## src/rtl/b8_pkg.sv

```systemverilog
// Shared types and constants for the bit-serial subtractor slice.
// Holds the FSM state encoding and the default operand width.
package b8_pkg;

    typedef enum logic [1:0] {
        IDLE = 2'd0,
        RUN  = 2'd1,
        DONE = 2'd2
    } sub_state_t;

    localparam int B8_WIDTH = 8;

endpackage

```

## src/rtl/b8_serial_sub_if.sv

```systemverilog
// Start/done request bus between a requester and the serial subtractor.
// The requester drives operands and start; the subtractor returns the result and status.
interface b8_serial_sub_if #(
    parameter int WIDTH = 8
);

    logic             start;
    logic [WIDTH-1:0] x;
    logic [WIDTH-1:0] y;
    logic             bin;
    logic [WIDTH-1:0] diff;
    logic             bout;
    logic             ovf;
    logic             busy;
    logic             done;

    modport master (
        output start, x, y, bin,
        input  diff, bout, ovf, busy, done
    );

    modport slave (
        input  start, x, y, bin,
        output diff, bout, ovf, busy, done
    );

endinterface

```

## src/rtl/b8_serial_sub_fs1.sv

```systemverilog
// Combinational one-bit full subtractor: d = a - b - bin, with the borrow
// raised whenever the column has to take from the next more significant bit.
module fs1 (
    input  logic a,
    input  logic b,
    input  logic bin,
    output logic d,
    output logic bout
);

    assign d    = a ^ b ^ bin;
    assign bout = (~a & b) | (~(a ^ b) & bin);

endmodule

```

## src/rtl/b8_serial_sub.sv

```systemverilog
// Bit-serial subtractor computing x - y - bin one bit per clock, LSB first,
// through a single full-subtractor cell and a registered borrow.
module b8_serial_sub
    import b8_pkg::*;
#(
    parameter int WIDTH = B8_WIDTH
) (
    input  logic               clk,
    input  logic               reset,
    b8_serial_sub_if.slave     bus
);

    localparam int              CW   = $clog2(WIDTH);
    localparam logic [CW-1:0]   LAST = CW'(WIDTH - 1);

    sub_state_t       r_state;
    sub_state_t       w_stateNext;
    logic [CW-1:0]    r_count;
    logic [WIDTH-1:0] r_xShift;
    logic [WIDTH-1:0] r_yShift;
    logic [WIDTH-1:0] r_diff;
    logic             r_borrow;
    logic             r_bout;
    logic             r_ovf;
    logic             w_accept;
    logic             w_lastStep;
    logic             w_diffBit;
    logic             w_borrowNext;

    fs1 u_fs1 (
        .a    (r_xShift[0]),
        .b    (r_yShift[0]),
        .bin  (r_borrow),
        .d    (w_diffBit),
        .bout (w_borrowNext)
    );

    assign w_accept   = (r_state == IDLE) && bus.start;
    assign w_lastStep = (r_state == RUN) && (r_count == LAST);

    always_ff @(posedge clk or posedge reset) begin
        if (reset) begin
            r_state <= IDLE;
        end else begin
            r_state <= w_stateNext;
        end
    end

    always_comb begin
        w_stateNext = r_state;
        unique case (r_state)
            IDLE:    if (bus.start) w_stateNext = RUN;
            RUN:     if (r_count == LAST) w_stateNext = DONE;
            DONE:    w_stateNext = IDLE;
            default: w_stateNext = IDLE;
        endcase
    end

    // The borrow held in r_borrow during the final step is the borrow into the MSB,
    // so signed overflow falls out of it and the outgoing borrow with no extra register.
    always_ff @(posedge clk or posedge reset) begin
        if (reset) begin
            r_count  <= '0;
            r_xShift <= '0;
            r_yShift <= '0;
            r_diff   <= '0;
            r_borrow <= 1'b0;
            r_bout   <= 1'b0;
            r_ovf    <= 1'b0;
        end else if (w_accept) begin
            r_count  <= '0;
            r_xShift <= bus.x;
            r_yShift <= bus.y;
            r_borrow <= bus.bin;
        end else if (r_state == RUN) begin
            r_count  <= r_count + 1'b1;
            r_xShift <= r_xShift >> 1;
            r_yShift <= r_yShift >> 1;
            r_diff   <= {w_diffBit, r_diff[WIDTH-1:1]};
            r_borrow <= w_borrowNext;
            if (w_lastStep) begin
                r_bout <= w_borrowNext;
                r_ovf  <= r_borrow ^ w_borrowNext;
            end
        end
    end

    assign bus.diff = r_diff;
    assign bus.bout = r_bout;
    assign bus.ovf  = r_ovf;
    assign bus.busy = (r_state != IDLE);
    assign bus.done = (r_state == DONE);

endmodule

```

## src/flat_wrapper.sv

```systemverilog
// flat-port wrapper written by rule: the top's interface ports become plain ports
module b8_serial_sub_flat import b8_pkg::*;
#(
    parameter int WIDTH = B8_WIDTH
)
  (clk, reset, bus_start, bus_x, bus_y, bus_bin, bus_diff, bus_bout, bus_ovf, bus_busy, bus_done);
  b8_serial_sub_if #(.WIDTH(WIDTH)) bus_i ();
  input  logic clk;
  input  logic reset;
  input wire logic [$bits(bus_i.start)-1:0] bus_start;
  input wire logic [$bits(bus_i.x)-1:0] bus_x;
  input wire logic [$bits(bus_i.y)-1:0] bus_y;
  input wire logic [$bits(bus_i.bin)-1:0] bus_bin;
  output wire logic [$bits(bus_i.diff)-1:0] bus_diff;
  output wire logic [$bits(bus_i.bout)-1:0] bus_bout;
  output wire logic [$bits(bus_i.ovf)-1:0] bus_ovf;
  output wire logic [$bits(bus_i.busy)-1:0] bus_busy;
  output wire logic [$bits(bus_i.done)-1:0] bus_done;
  assign bus_i.start = bus_start;
  assign bus_i.x = bus_x;
  assign bus_i.y = bus_y;
  assign bus_i.bin = bus_bin;
  assign bus_diff = bus_i.diff;
  assign bus_bout = bus_i.bout;
  assign bus_ovf = bus_i.ovf;
  assign bus_busy = bus_i.busy;
  assign bus_done = bus_i.done;
  b8_serial_sub #(.WIDTH(WIDTH)) u_core (.clk(clk), .reset(reset), .bus(bus_i));
endmodule
```

## config.mk

```make
export PLATFORM = sky130hd
export DESIGN_NAME = b8_serial_sub_flat
export DESIGN_NICKNAME = d
export VERILOG_FILES = /design/src/rtl/b8_pkg.sv /design/src/rtl/b8_serial_sub_if.sv /design/src/rtl/b8_serial_sub_fs1.sv /design/src/rtl/b8_serial_sub.sv /design/src/flat_wrapper.sv
export SDC_FILE = /design/constraint.sdc
export NUM_CORES = 1
export LEC_CHECK = 0
export ABC_AREA = 1
export CAP_MARGIN = 0
export CORE_ASPECT_RATIO = 1.5
export CORE_MARGIN = 5
export CORE_UTILIZATION = 49
export DETAILED_ROUTE_END_ITERATION = 12
export PLACE_DENSITY = 0.78
export SLEW_MARGIN = 15
export SYNTH_ARGS = -nofsm -noshare
export SYNTH_HDL_FRONTEND = slang
export SYNTH_HIERARCHICAL = 1
export SYNTH_SLANG_ARGS = --single-unit
```

## constraint.sdc

```tcl
create_clock -name clk -period 1.62 [get_ports clk]
set_clock_uncertainty 0.2 [all_clocks]
set_input_delay 0.324 -clock clk [delete_from_list [all_inputs] [get_ports clk]]
set_output_delay 0.324 -clock clk [all_outputs]
set_load 0.01 [all_outputs]
```

* Word level (Yosys, flattened, before mapping)
Cells that the tools add are included.
** Storage, ports and cells
- Input port bits :: 20
- Flip-flop bits (word level) :: 32
- Logic and storage cells :: 42
- Output and inout port bits :: 12
** Operators by class
- Reduce and logical (&&, ||, !) cells :: 8
- Muxes and demuxes :: 11
- Bitwise logic cells :: 9
- Equal/unequal tests :: 5
- $add $sub $neg :: 1
** Operators with widths (number)
- 2-to-1 mux 8 bit :: 4
- 2-to-1 mux 3 bit :: 2
- 2-to-1 mux 2 bit :: 2
- one-hot mux 2 bit (2 select lines) :: 1
- AND reduction 2 bit :: 2
- nonzero test 2 bit :: 2
- adder 3 x 1 -> 3 bit (second input constant) :: 1
- == test 3 bit (second input constant) :: 1
- NOT 1 bit :: 3
- AND reduction 3 bit :: 1
- bitwise XOR 1 bit :: 3
- AND 1 bit :: 2
- == test 2 x 1 -> 1 bit (second input constant) :: 1
- == test 2 bit (second input constant) :: 1
- logical AND 1 bit :: 2
- zero test 2 bit :: 1
- 2-to-1 mux 1 bit :: 2
- inequality test 2 x 1 -> 1 bit (second input constant) :: 1
- inequality test 2 bit (second input constant) :: 1
- bitwise OR 1 bit :: 1

* Logic depth before layout (Yosys ltp)
- Word-level depth :: 6
- Gate-level depth with buffers :: 8
- Mapped depth without buffers :: 8

* By module
The synthesis kept the hierarchy.
** Modules (own cells, without submodules)
- b8_serial_sub :: times used 1, area an instance 1400.1 sq um, cells each 166, sequential area each 800.8 sq um
- fs1 :: times used 1, area an instance 31.3 sq um, cells each 4, sequential area each 0.0 sq um

* Least setup slack after synthesis
OpenSTA, ideal clock, no wires.
- Path kind :: register to register
- Start :: register u_core.r_xShift[0]
- End :: register u_core.r_ovf, in the netlist u_core/bus.ovf
- Stages on the path, launching flop included :: 8
- Library setup time :: 0.117 ns
- Period minus slack after synthesis :: 1.409 ns
- Arrival time :: 1.093 ns
- Path buffers :: 0
- Path slack :: 0.211 ns
- Required time :: 1.303 ns
- Path through :: dfrtp_1 fa_1 inv_1 inv_1 nand2_1 nand2_1 nand2_1 nand2_1
** On the way
- Word-level cells in the longest chain between the ends :: 5
- Elaborated cells on any way between the ends :: 7
- Classes of those cells :: 7 x bitwise
** Ends and longest elaborated chain
- from (decl) :: line b8_serial_sub.sv:19 : logic [WIDTH-1:0] r_xShift;
- from (signal assigned) :: line b8_serial_sub.sv:72 : r_xShift <= bus.x;
- from (signal assigned) :: line b8_serial_sub.sv:77 : r_xShift <= r_xShift >> 1;
- bitwise XOR 1 bit :: line b8_serial_sub_fs1.sv:12 : assign bout = (~a & b) | (~(a ^ b) & bin);
- NOT 1 bit :: line b8_serial_sub_fs1.sv:12
- AND 1 bit :: line b8_serial_sub_fs1.sv:12
- bitwise OR 1 bit * :: line b8_serial_sub_fs1.sv:12
- net u_core.w_borrowNext :: line b8_serial_sub.sv:28 : logic w_borrowNext;
- bitwise XOR 1 bit * :: line b8_serial_sub.sv:83 : r_ovf <= r_borrow ^ w_borrowNext;
- to (signal assigned) :: line b8_serial_sub.sv:83
- to (decl) :: line b8_serial_sub.sv:24 : logic r_ovf;
The timed path passes the listed nets; every way through them passes the cells marked *.
A chain may end at the register's enable or synchronous reset.

* Worst setup path after layout
- Start :: register u_core.r_state[1]
- End :: output bus_busy
** On the way
- Word-level cells in the longest chain between the ends :: 1
** Ends and longest elaborated chain
- from (decl) :: line b8_serial_sub.sv:16 : sub_state_t r_state;
- from (signal assigned) :: line b8_serial_sub.sv:45 : r_state <= w_stateNext;
- nonzero test 2 bit :: line b8_serial_sub.sv:91 : assign bus.busy = (r_state != IDLE);
- to (decl) :: line flat_wrapper.sv:17 : output wire logic [$bits(bus_i.busy)-1:0] bus_busy;
No other way between the ends.

==> flow_metrics.tcl <==
set metrics [dict create \
    wl_mm 3.139 \
    crit_arrival_ns 1.05 \
    reg2reg_depth 7 \
    ant_nets 0 \
    max-cap-violations 0 \
    r2r_end "u_core/bus.ovf" \
    setup.worst_path.start_class "register" \
    synth-edff-count 0 \
    syn_avg_cell_area_um2 8.420 \
    outcome "finished, final reports clean" \
    rsz0062_at_grt "yes" \
    p_comb_frac 0.413 \
    syn_to_final_growth_pct 33.65 \
    fin_nets 234 \
    reg2reg_from "u_core/r_xShift[0]" \
    gp_congestion 0.8037 \
    synth.top_cell.area_share 0.5594 \
    required_ns 1.10 \
    ctsHtreeMaxLevel 2 \
    cts_max_path_buffers 2 \
    drive_gt1_frac 0.1085 \
    grt_pass1_wl_mm 5.727 \
    synth_top_family_by_area "simple AND/OR/NAND/NOR gates" \
    drt-vias-per-instance 4.992 \
    die-area_um2 4124 \
    synth_cell_types 14 \
    p_sw_uw 1247 \
    yosys.area_share.simple 0.3234 \
    synth-seq-area-share 0.5594 \
    drt_iter0_markers 20 \
    max_freq_mhz 633.4 \
    crit_fanout 2 \
    drt_first_pass_iters 4 \
    grt_pass1_vias 1366 \
    report.final.slew_viol_count 0 \
    wire_per_inst_um 12.51 \
    grt_max_degree 33 \
    synth_most_common_cell "nand2_1" \
    portBuffers 31 \
    min_path_type "in2async" \
    ys_ff_latch 32 \
    worst_slew_pin_slew_ns 0.2342 \
    grt.overflow.total 0 \
    swShare 0.3742 \
    synth_mux_area_frac 0 \
    cts_tree "built" \
    design.core.area_um2 2853 \
    clk_pin_slew_ns 0.06 \
    dp_hpwl_mm 2.331 \
    fillers 254 \
    ioPinCount 32 \
    die_h_um 76.20 \
    cts_root_buf "clkbuf_8" \
    powerDensity_nw_per_um2 1742 \
    antenna_cells 0 \
    synth-adder-area-share 0.03147 \
    finalCritPeriodShare 0.9745 \
    yosys_warnings 6 \
    antenna_found_initial 0 \
    synth_compound_area_frac 0.01748 \
    rrSetupSlack_ns 0.09 \
    leakagePower_uw 0.0009929 \
    relSlewSlack 0.8433 \
    setup_tns_ns 0 \
    regArea_um2 800.8 \
    grt_use_total 0.1917 \
    finalHoldViolCount 0 \
    seq_power_share 0.402 \
    instances_no_fill 251 \
    worstSetupPathType "reg2out" \
    numCtsBuffers 5 \
    synth_xor_area_frac 0 \
    multi_input_area_um2 533.0 \
    synth_cells 170 \
    synth-main-ff-cell "dfrtp_1" \
    row_count 24 \
    endpoint_kind "output pin" \
    p_int_uw 2086 \
    yosysTopAreaCell "dfrtp_1" \
    async_reset_ff_frac 1.000 \
    synth.net_count 193 \
    initial_core_util 0.5018 \
    power_uw 3333 \
    netlist_top_cells_area "dfrtp_1 56%, nand2_1 19%, nand3_1 11%" \
    post-route-min-period_ns 1.579 \
    cts_num_sinks 32 \
    setup_viol_count_final 0 \
    synthesis.area_um2 1431 \
    die_w_um 54.13 \
    routed-via-count 1253 \
    vdd_drop_max_mv 0.8918 \
    placed_cells 242 \
    yosys-top-cells-count "74 x nand2_1, 32 x dfrtp_1, 32 x nand3_1, 11 x inv_1, 6 x buf_2" \
    insertion_delay_ns 0.28 \
    drc 0 \
    pwr-share-clk 0.185 \
]
==> layout make-up <==
class | instances | area share
timing repair buffer | 42 | 0.2067
sequential | 32 | 0.4186
multi-input combinational | 118 | 0.2786
inverter | 12 | 0.02354
tap | 39 | 0.02551
clock buffer | 8 | 0.04709
==> state kept, by name, indices dropped and copies added, names as in the netlist <==
register / flops
u_core/r_xShift: 8
u_core/r_count: 3
u_core/r_state: 2
u_core/r_borrow: 1
u_core/r_yShift: 8
u_core/bus.ovf: 1
u_core/bus.bout: 1
u_core/bus.diff: 8
==> critical path: stages, from the launching register on <==
cell and delay [ns]:
dfrtp_1 0.37, buf_4 0.14, nor2_4 0.08, inv_1 0.05, buf_2 0.13
==> timing repair <==
| item | CTS | global route |
|---|---|---|
| endpoints found under the setup margin | 12 | 2 |
| buffers inserted | 0 | 1 |
| hold buffers | 0 | 0 |
| hold endpoints to repair | 0 | 0 |
| gates resized for setup | 16 | 2 |
| pin swaps | 1 | 0 |
==> layout by cell type, fill, tap and decap left out <==
master	synthesis	routed
nor2_4	1	1
clkbuf_1	0	2
clkbuf_8	0	6
ha_1	2	2
buf_2	6	1
dfrtp_1	32	32
clkdlybuf4s50_1	0	19
o21ai_1	4	4
clkbuf_2	0	1
nand3_1	32	32
inv_1	11	10
fa_1	1	1
inv_2	1	2
o21ai_0	1	1
nand2_1	74	74
nor2_1	2	2
dlygate4sd2_1	0	10
buf_12	0	2
buf_4	0	9
nand2_2	1	1
==> through the flow <==
stage          instance area, um2  hold slack (ns)    util  setup slack, ns
2_1_floorplan                1431           0.2402       -           0.2105
3_3_place_gp                 1838           0.2552  0.6443          0.03799
3_5_place_dp                 1838           0.2638  0.6443          0.02943
4_1_cts                      1911           0.1877  0.6697         0.009335
5_1_grt                      1913           0.2033  0.6706         -0.02328
6_report                     1913           0.1854  0.6706          0.04131
==> power by group through the flow <==
stage	sequential (uW)	combinational [uW]	clock (uW)
after global placement	1340	1390	0
final	1340	1380	617
after CTS	1340	1380	642
after detailed placement	1360	1450	0
after global routing	1390	1560	692
after floorplan	1380	837	0
==> how the worst max path moves through the flow <==
stage	startpoint	to
2_1_floorplan	u_core/r_xShift[0]	u_core/bus.ovf
3_3_place_gp	u_core/r_state[1]	bus_done
3_5_place_dp	u_core/r_state[1]	bus_done
4_1_cts	u_core/r_state[0]	bus_done
5_1_grt	u_core/r_state[1]	bus_busy
6_report	u_core/r_state[1]	bus_busy
==> layer usage <==
metal / GRT usage / routed length (um) / share of wire / vias up
met1: 0.2077 / 1237 / 0.39 / 594
met5: 0 / 0 / 0 / -
met2: 0.3106 / 1614 / 0.51 / 38
met4: 0.1072 / 91 / 0.029 / 0
met3: 0.06458 / 197 / 0.063 / 8
li1: - / - / - / 613
==> cells by family (layout without fill, tap and decap cells) <==
logic type,after synthesis,after routing
AO/OA/AOI/OAI,5,5
adder cells (fa/ha/maj),3,3
buffers and inverters,20,62
flip-flops,32,32
AND/OR/NAND/NOR,110,110
(Power assumes the default switching activity.)
